**src/rtl/reg_file_sb.sv**
```systemverilog
// Dual-write register file with zero-latency read bypass and a load scoreboard.
// Optional feature: define RF_ZERO_REG_EN to hard-wire register 0 to zero.
module reg_file_sb #(
  parameter int unsigned  DATA_W   = 32,
  parameter int unsigned  ADDR_W   = 5,
  parameter int unsigned  LINK_REG = 31,
  parameter int unsigned  MAX_PEND = 4,
  localparam int unsigned NUM_REGS = 2 ** ADDR_W,
  localparam int unsigned CW       = $clog2(MAX_PEND + 1)
) (
  input  logic              clk,
  input  logic              rst,
  input  logic [ADDR_W-1:0] ra_addr,
  input  logic [ADDR_W-1:0] rb_addr,
  output logic [DATA_W-1:0] ra_data,
  output logic [DATA_W-1:0] rb_data,
  input  logic              w0_en,
  input  logic              w0_link,
  input  logic [ADDR_W-1:0] w0_addr,
  input  logic [DATA_W-1:0] w0_data,
  input  logic              ld_issue,
  input  logic [ADDR_W-1:0] ld_dst,
  input  logic              w1_en,
  input  logic [ADDR_W-1:0] w1_addr,
  input  logic [DATA_W-1:0] w1_data,
  output logic              hazard,
  output logic              pend_full,
  output logic [CW-1:0]     pend_cnt
);

  logic [DATA_W-1:0]   regs_q [NUM_REGS];
  logic [NUM_REGS-1:0] busy_q, busy_d;
  logic [CW-1:0]       cnt_q, cnt_d;
  logic                full_q, full_d;

  logic [ADDR_W-1:0] w0_eff;
  logic              w0_we, w1_we, issue_acc, ret_vld;

  // Write qualification and scoreboard events
  always_comb begin
    w0_eff    = w0_link ? ADDR_W'(LINK_REG) : w0_addr;
`ifdef RF_ZERO_REG_EN
    w0_we     = w0_en & (w0_eff != '0);
    w1_we     = w1_en & (w1_addr != '0);
    issue_acc = ld_issue & ~full_q & (ld_dst != '0);
`else
    w0_we     = w0_en;
    w1_we     = w1_en;
    issue_acc = ld_issue & ~full_q;
`endif
    ret_vld   = w1_en & busy_q[w1_addr];
  end

  // Read ports: W1 bypass beats W0 bypass beats stored value
  always_comb begin
    ra_data = regs_q[ra_addr];
    rb_data = regs_q[rb_addr];
    if (w0_we && (w0_eff == ra_addr))  ra_data = w0_data;
    if (w0_we && (w0_eff == rb_addr))  rb_data = w0_data;
    if (w1_we && (w1_addr == ra_addr)) ra_data = w1_data;
    if (w1_we && (w1_addr == rb_addr)) rb_data = w1_data;
`ifdef RF_ZERO_REG_EN
    if (ra_addr == '0) ra_data = '0;
    if (rb_addr == '0) rb_data = '0;
`endif
  end

  // Scoreboard next state; a same-cycle issue re-owns a register being returned
  always_comb begin
    busy_d = busy_q;
    cnt_d  = cnt_q;
    if (ret_vld)   busy_d[w1_addr] = 1'b0;
    if (issue_acc) busy_d[ld_dst]  = 1'b1;
    if (issue_acc && !ret_vld && (cnt_q != CW'(MAX_PEND))) cnt_d = cnt_q + CW'(1);
    else if (ret_vld && !issue_acc && (cnt_q != '0))        cnt_d = cnt_q - CW'(1);
    full_d = (cnt_d == CW'(MAX_PEND));
  end

  always_ff @(posedge clk or posedge rst) begin
    if (rst) begin
      busy_q <= '0;
      cnt_q  <= '0;
      full_q <= 1'b0;
    end else begin
      busy_q <= busy_d;
      cnt_q  <= cnt_d;
      full_q <= full_d;
    end
  end

  // Register array; W1 assigned last so it wins an address collision
  always_ff @(posedge clk or posedge rst) begin
    if (rst) begin
      for (int i = 0; i < int'(NUM_REGS); i++) regs_q[i] <= '0;
    end else begin
      if (w0_we) regs_q[w0_eff]  <= w0_data;
      if (w1_we) regs_q[w1_addr] <= w1_data;
    end
  end

  assign hazard    = busy_q[ra_addr] | busy_q[rb_addr];
  assign pend_full = full_q;
  assign pend_cnt  = cnt_q;

endmodule

```
**config.mk**
```make
export PLATFORM = sky130hd
export DESIGN_NAME = reg_file_sb
export DESIGN_NICKNAME = d
export VERILOG_FILES = /design/src/rtl/reg_file_sb.sv
export SDC_FILE = /design/constraint.sdc
export NUM_CORES = 2
export LEC_CHECK = 0
export BUFFER_PORTS_ARGS = -buffer_cell sky130_fd_sc_hd__buf_2
export CAP_MARGIN = 20
export CORE_MARGIN = 3
export CORE_UTILIZATION = 30
export DETAILED_ROUTE_END_ITERATION = 12
export GPL_TIMING_DRIVEN = 0
export HOLD_SLACK_MARGIN = 0.15
export PLACE_DENSITY_LB_ADDON = 0.3
export SLEW_MARGIN = 40
export SYNTH_ARGS = -nofsm -noshare
export SYNTH_HDL_FRONTEND = slang
export SYNTH_SLANG_ARGS = --single-unit
```
**constraint.sdc**
```tcl
create_clock -name clk -period 75.6 [get_ports clk]
set_input_delay 7.56 -clock clk [delete_from_list [all_inputs] [get_ports clk]]
set_output_delay 7.56 -clock clk [all_outputs]
set_load 0.02 [all_outputs]
```
== Word level (Yosys, flattened, before mapping) ==
Cells that the tools add are included.

* Word-level logic and storage cells: 114
* Register bits: 1,060
* Input port bits: 95

* $lt $le $gt $ge: 12
* Equality and inequality tests: 6
* Add/sub/neg operators: 2
* Reduce and logical (&&, ||, !) cells: 15
* Bitwise gates (word level): 11
* Mux-type cells: 33

{| class="wikitable"
|+ Operators by type and width
! kind !! count
|-
| bitwise mux 1024 bit || 2
|-
| two-way mux 1024 bit || 2
|-
| two-way mux 32 bit || 12
|-
| binary-select mux 32 bit (select 5 bit) || 2
|-
| demux 32 bit (select 5 bit) || 2
|-
| AND 32 bit || 1
|-
| NOT 32 bit || 1
|-
| bitwise OR 32 bit || 1
|-
| greater-or-equal comparator 6 bit, second input constant || 4
|-
| less-than comparator 5 x 6 -> 1 bit, second input constant || 4
|-
| NOT 5 -> 6 bit || 4
|-
| == test 5 bit || 4
|-
| binary-select mux 1 bit (select 5 bit) || 3
|-
| logical AND 1 bit || 12
|-
| less-than comparator 6 x 1 -> 1 bit, second input constant || 2
|-
| demux 1 bit (select 5 bit) || 2
|-
| greater-or-equal comparator 5 x 1 -> 1 bit, second input constant || 2
|-
| two-way mux 3 bit || 2
|-
| two-way mux 1 bit || 5
|-
| two-way mux 5 bit || 1
|-
| adder 3 x 1 -> 3 bit, second input constant || 1
|-
| == test 3 bit, second input constant || 1
|-
| inequality test 3 bit, second input constant || 1
|-
| nonzero test 3 bit || 1
|-
| 5 further kinds || 7
|}

== Depth between registers and ports, before layout ==
* Depth in word-level cells: 10
* Mapped depth: 10

== Worst setup path after synthesis ==
No wires, ideal clock.

* Path kind: input to output
* Start point: input ra_addr[0]
* End point: output ra_data[0]
* Path slack: 58,221 ps
* Stages on the path: 7
* Required time: 68,040 ps
* Arrival time: 9,819 ps
* Path through: buf_2 buf_1 mux4_2 mux4_2 mux2_2 mux2i_1 o21ai_0

* Longest elaborated chain between the ends: 6
* Elaborated cells between the ends (all ways): 10

{| class="wikitable"
|+ RTL lines
! what !! line !! RTL
|-
| start, declared || 13 || <nowiki>input logic [ADDR_W-1:0] ra_addr,</nowiki>
|-
| NOT 5 -> 6 bit (not written as such) || 56 || <nowiki>ra_data = regs_q[ra_addr];</nowiki>
|-
| binary-select mux 32 bit (select 5 bit) || 56 ||
|-
| two-way mux 32 bit (not written as such) (2 in a row) || 56 ||
|-
| two-way mux 32 bit || 58 || <nowiki>if (w0_we && (w0_eff == ra_addr)) ra_data = w0_data;</nowiki>
|-
| two-way mux 32 bit * || 60 || <nowiki>if (w1_we && (w1_addr == ra_addr)) ra_data = w1_data;</nowiki>
|-
| end, declared || 15 || <nowiki>output logic [DATA_W-1:0] ra_data,</nowiki>
|}

Every way passes the cells marked *; elsewhere a longest branch is shown, timed or not. The select of a mux whose other input is x is not followed.

== Worst setup path in the final report ==
* Start point: input ra_addr[0]
* End point: output ra_data[24]

The elaborated chain is that of the path after synthesis.

==> results.txt <==
For this design, the slowest cell found on the critical path is sky130_fd_sc_hd__o21ai_0. The floorplan has 173 rows. In this run, flip-flops and latches consume 39.4% of the power.

The setup TNS was 0 ns. At the pin with the least slew margin, the transition time is 1.02 ns. The fraction of post-synthesis cell area in the top cell type by area is 39.4%, and the worst path required time is 68.04 ns. The worst setup slack before clock tree synthesis was 56.04 ns. Count of port buffers added during placement: 83. Endpoint arrival time on the critical path: 12.25 ns.

Across the run, the number of max-cap violations was 0. The kind of critical path is in -> out. After detailed routing, the number of vias per cell comes to 5.91. TritonCTS built the clock tree. The synthesized design contains 0 enable-type register cells.

For the number of I/O pins, the log shows 164. The synthesized netlist devotes 0.208% of its cell area to XOR and XNOR gates. The height of the die was 480 um.

Sequential cells were found to cover 39.4% of the synthesized design area. The tools report the capturing element type of the critical path as an output port. The commonest cells after synthesis are sky130_fd_sc_hd__mux2i_1, sky130_fd_sc_hd__dfrtp_1, sky130_fd_sc_hd__mux4_2. Setup repair after global routing left no endpoint under its margin.

TritonCTS created 118 clock buffers. The later pin in the worst-skew pair is clocked with a latency of 0.76 ns. Cell internal power was estimated by the tool at 1.38 mW. The via count of the first global-routing pass was 54400. The floorplan core area was 223000 sq um.

The run finished with clean final reports. In the final layout, the share of cells above drive strength 1 is 21.4%. The logs give 3 for the deepest level of the CTS H-tree and 6129 for the synthesized instance count. The synthesized netlist occupies a cell area of 67400 sq um.

Setup violations remaining at the end of the flow were counted as 0. Once the clock tree was built, the setup fixing pass inserted 0 buffers. Relative to the synthesized area, the layout overhead comes to 14.7%.

Initial antenna violation count: 47. The first global-routing pass estimated 453 mm of wire. In this run, the clock network consumes 30.4% of the power.

The max-slew violation count was 0. Headroom to the max-slew limit came out at 32.1%. Total leakage power: 36.0 nW. The worst setup path is launched from an input port. The post-route clock skew is 0.0214 ns. Sorting the synthesized cells by area gives the leading types as sky130_fd_sc_hd__dfrtp_1, sky130_fd_sc_hd__mux4_2, sky130_fd_sc_hd__mux2i_1. The area fraction in compound gates after synthesis came out at 9.00%.

By instance count, the cell type seen most on the critical path is sky130_fd_sc_hd__buf_2. The congestion estimate from routability-driven global placement came to 1.04. After synthesis, the mean cell area works out to 11.0 sq um. For the overall power of the completed layout, the log shows 2.12 mW. In this run, the combinational gates consume 30.3% of the power. The most repeated cell in the gate-level netlist after synthesis is sky130_fd_sc_hd__mux2i_1.

The switching power share of the total is 35.2%, and the total net switching power is 0.747 mW. The number of antenna-violating nets in the routed design came out at 0. No sink is reached through more buffers than the 3 on the longest clock path. The pre-antenna-repair detailed-routing pass consisted of 8 iterations. The wire-length estimate of the detail-placed layout is 271 mm. Once the floorplan was initialized, standard cells occupied 30.2% of the core. The tools report the total vias in the final route as 56100. Dominant cell type by area after synthesis: sky130_fd_sc_hd__dfrtp_1. The post-cts repair resize count came out at 0. Clock-pin slew was measured on the worst setup and hold paths at 0.06 ns. Among all flip-flop cells after synthesis, the most frequent one is sky130_fd_sc_hd__dfrtp_1. The number of remaining DRC errors came out at 0. The tools report the final-report hold violation count as 0. Setup slack on the critical path of the routed design comes to 55.79 ns.

The netlist uses 50 different library cells. Clock period minus final worst setup slack: 19.81 ns. In this design, the stage delay of the slowest critical-path cell is 0.80 ns. The share of the cycle needed by the critical path after routing works out to 26.2%. Clock tree synthesis found a total of 1060 sinks. The final layout contains 6477 nets.

CTS placed an instance of sky130_fd_sc_hd__clkbuf_16 at the clock tree root. The die covers 230000 sq um. In the final routed layout, each cell accounts on average for 35.2 um. Of all nets on the critical path, the largest fanout is 10.

Traced cell by cell, the critical path runs through buf_2 -> buf_4 -> buf_4 -> buf_2 -> o221ai_1 -> a211oi_1 -> o21ai_2 -> buf_2 -> mux2i_1 -> o21ai_0 -> buf_2. Buffers inserted to repair hold after CTS numbered 0. The number of cells on the worst hold path works out to 2. After filler insertion, the fill cell instance count of the layout stands at 22200.

The worst hold path class is reg -> reg. From left edge to right edge, the die measures 480 um. The adder-cell area share of the yosys netlist was 0.0557%. Number of DRC markers in iteration 0: 8053. For the worst flop-to-flop path, the logic depth is 8. After global routing the overflow that remains totals 0. The simple-gate portion of the synthesized area came out at 7.20%. The flip-flop and latch count after synthesis came out at 1060. The number of nets in the synthesized netlist is 6227. IR analysis of the VDD net gives a maximum drop of 0.0205 mV. Final hold analysis gives a worst-case slack of 0.556 ns. The share of synthesized flip-flops with an asynchronous set or reset is 100%. Entering global routing, the biggest net connects 76 pins. The yosys synthesis warning count was 0.

The power per unit of standard cell area is 27.5 nW/um^2, and the total track usage is 28.4%. The dominant combinational cell family by area after synthesis was multiplexers. After synthesis, the share of cell area in mux cells is 39.6%.

Based on the critical path, the design can be clocked at up to 0.0505 GHz. The detailed-route wire length came out at 334 mm.
-- state kept, by name, indices dropped and copies added (netlist names) --
name / flops
regs_q: 1024
busy_q: 32
pend_cnt: 3
pend_full: 1
-- layer usage --
layer | wire length [um] | part of all wire, % | GRT usage (%)
met1 | 125000 | 37 | 35.1
met2 | 150000 | 45 | 43.3
met3 | 30800 | 9.2 | 6.54
met4 | 28500 | 8.5 | 20.8
met5 | 267 | 0.080 | 0.456
-- worst max-delay path: cells and delay by family --
family	cells	cell delay [ns]
multiplexers	1	0.18
buffers and inverters	6	2.37
AO/OA/AOI/OAI	4	2.09
-- cell type report --
cell class	count	area [sq um]	share of cell area, %
tap	2975	3720	4.82
inverter	8	37.5	0.0486
sequential	1060	26500	34.3
timing repair buffer	130	1510	1.95
clock inverter	64	870	1.13
clock buffer	157	3350	4.34
antenna	31	77.6	0.100
buffer	774	3320	4.30
multi-input combinational	4287	37900	49.0
-- cell families (layout without fill, tap and decap cells) --
logic type,count (synthesis),after routing
AOI/OAI and AO/OA,1190,1190
adders and majority gates,3,3
muxes,1830,1830
and+or+nand+nor,1248,1248
DFF,1060,1060
other,0,31
buffers and inverters,782,1133
xor gates and xnor gates,16,16
-- power groups by stage --
stage / registers, mW / logic [mW] / clock network (mW)
2_1_floorplan: 0.798 / 0.406 / 0
3_3_place_gp: 0.828 / 0.599 / 0
3_5_place_dp: 0.838 / 0.620 / 0
4_1_cts: 0.829 / 0.621 / 0.649
5_1_grt: 0.851 / 0.670 / 0.669
6_report: 0.836 / 0.643 / 0.645
-- cell usage in the layout, fill, tap and decap left out, types with 66 or more instances in the layout --
cell type | Yosys | final
sky130_fd_sc_hd__a21oi_1 | 519 | 519
sky130_fd_sc_hd__nand2_1 | 640 | 640
sky130_fd_sc_hd__nor2_1 | 546 | 530
sky130_fd_sc_hd__buf_2 | 83 | 200
sky130_fd_sc_hd__clkbuf_1 | 531 | 390
sky130_fd_sc_hd__buf_1 | 150 | 110
sky130_fd_sc_hd__o21ai_0 | 633 | 614
sky130_fd_sc_hd__mux2_2 | 66 | 66
sky130_fd_sc_hd__clkbuf_16 | 0 | 119
sky130_fd_sc_hd__mux2i_1 | 1103 | 1103
sky130_fd_sc_hd__clkbuf_2 | 0 | 156
sky130_fd_sc_hd__mux4_2 | 661 | 661
sky130_fd_sc_hd__dfrtp_1 | 1060 | 1060
-- final timing paths --
kind | from | endpoint | slack (ns)
worst max-delay path | ra_addr[0] | ra_data[24] | 55.79
worst min-delay path | busy_q[2] | busy_q[2] | 0.56
worst max register to register | busy_q[30] | busy_q[23] | 72.98
worst min register to register | busy_q[2] | busy_q[2] | 0.56
max in group asynchronous | rst | regs_q[558] | 67.02
min in group asynchronous | rst | regs_q[742] | 6.77
-- per-stage QoR --
| stage | instance area, sq um | util (%) | instances |
|---|---|---|---|
| CTS | 77100 | 34.6 | 9453 |
| global route | 77200 | 34.7 | 9469 |
| detailed placement | 72900 | 32.7 | 9232 |
| finish | 77300 | 34.7 | 9486 |
| global placement | 71500 | 32.1 | 9187 |
| floorplan | 67400 | - | 6129 |
(Power assumes the default switching activity.)
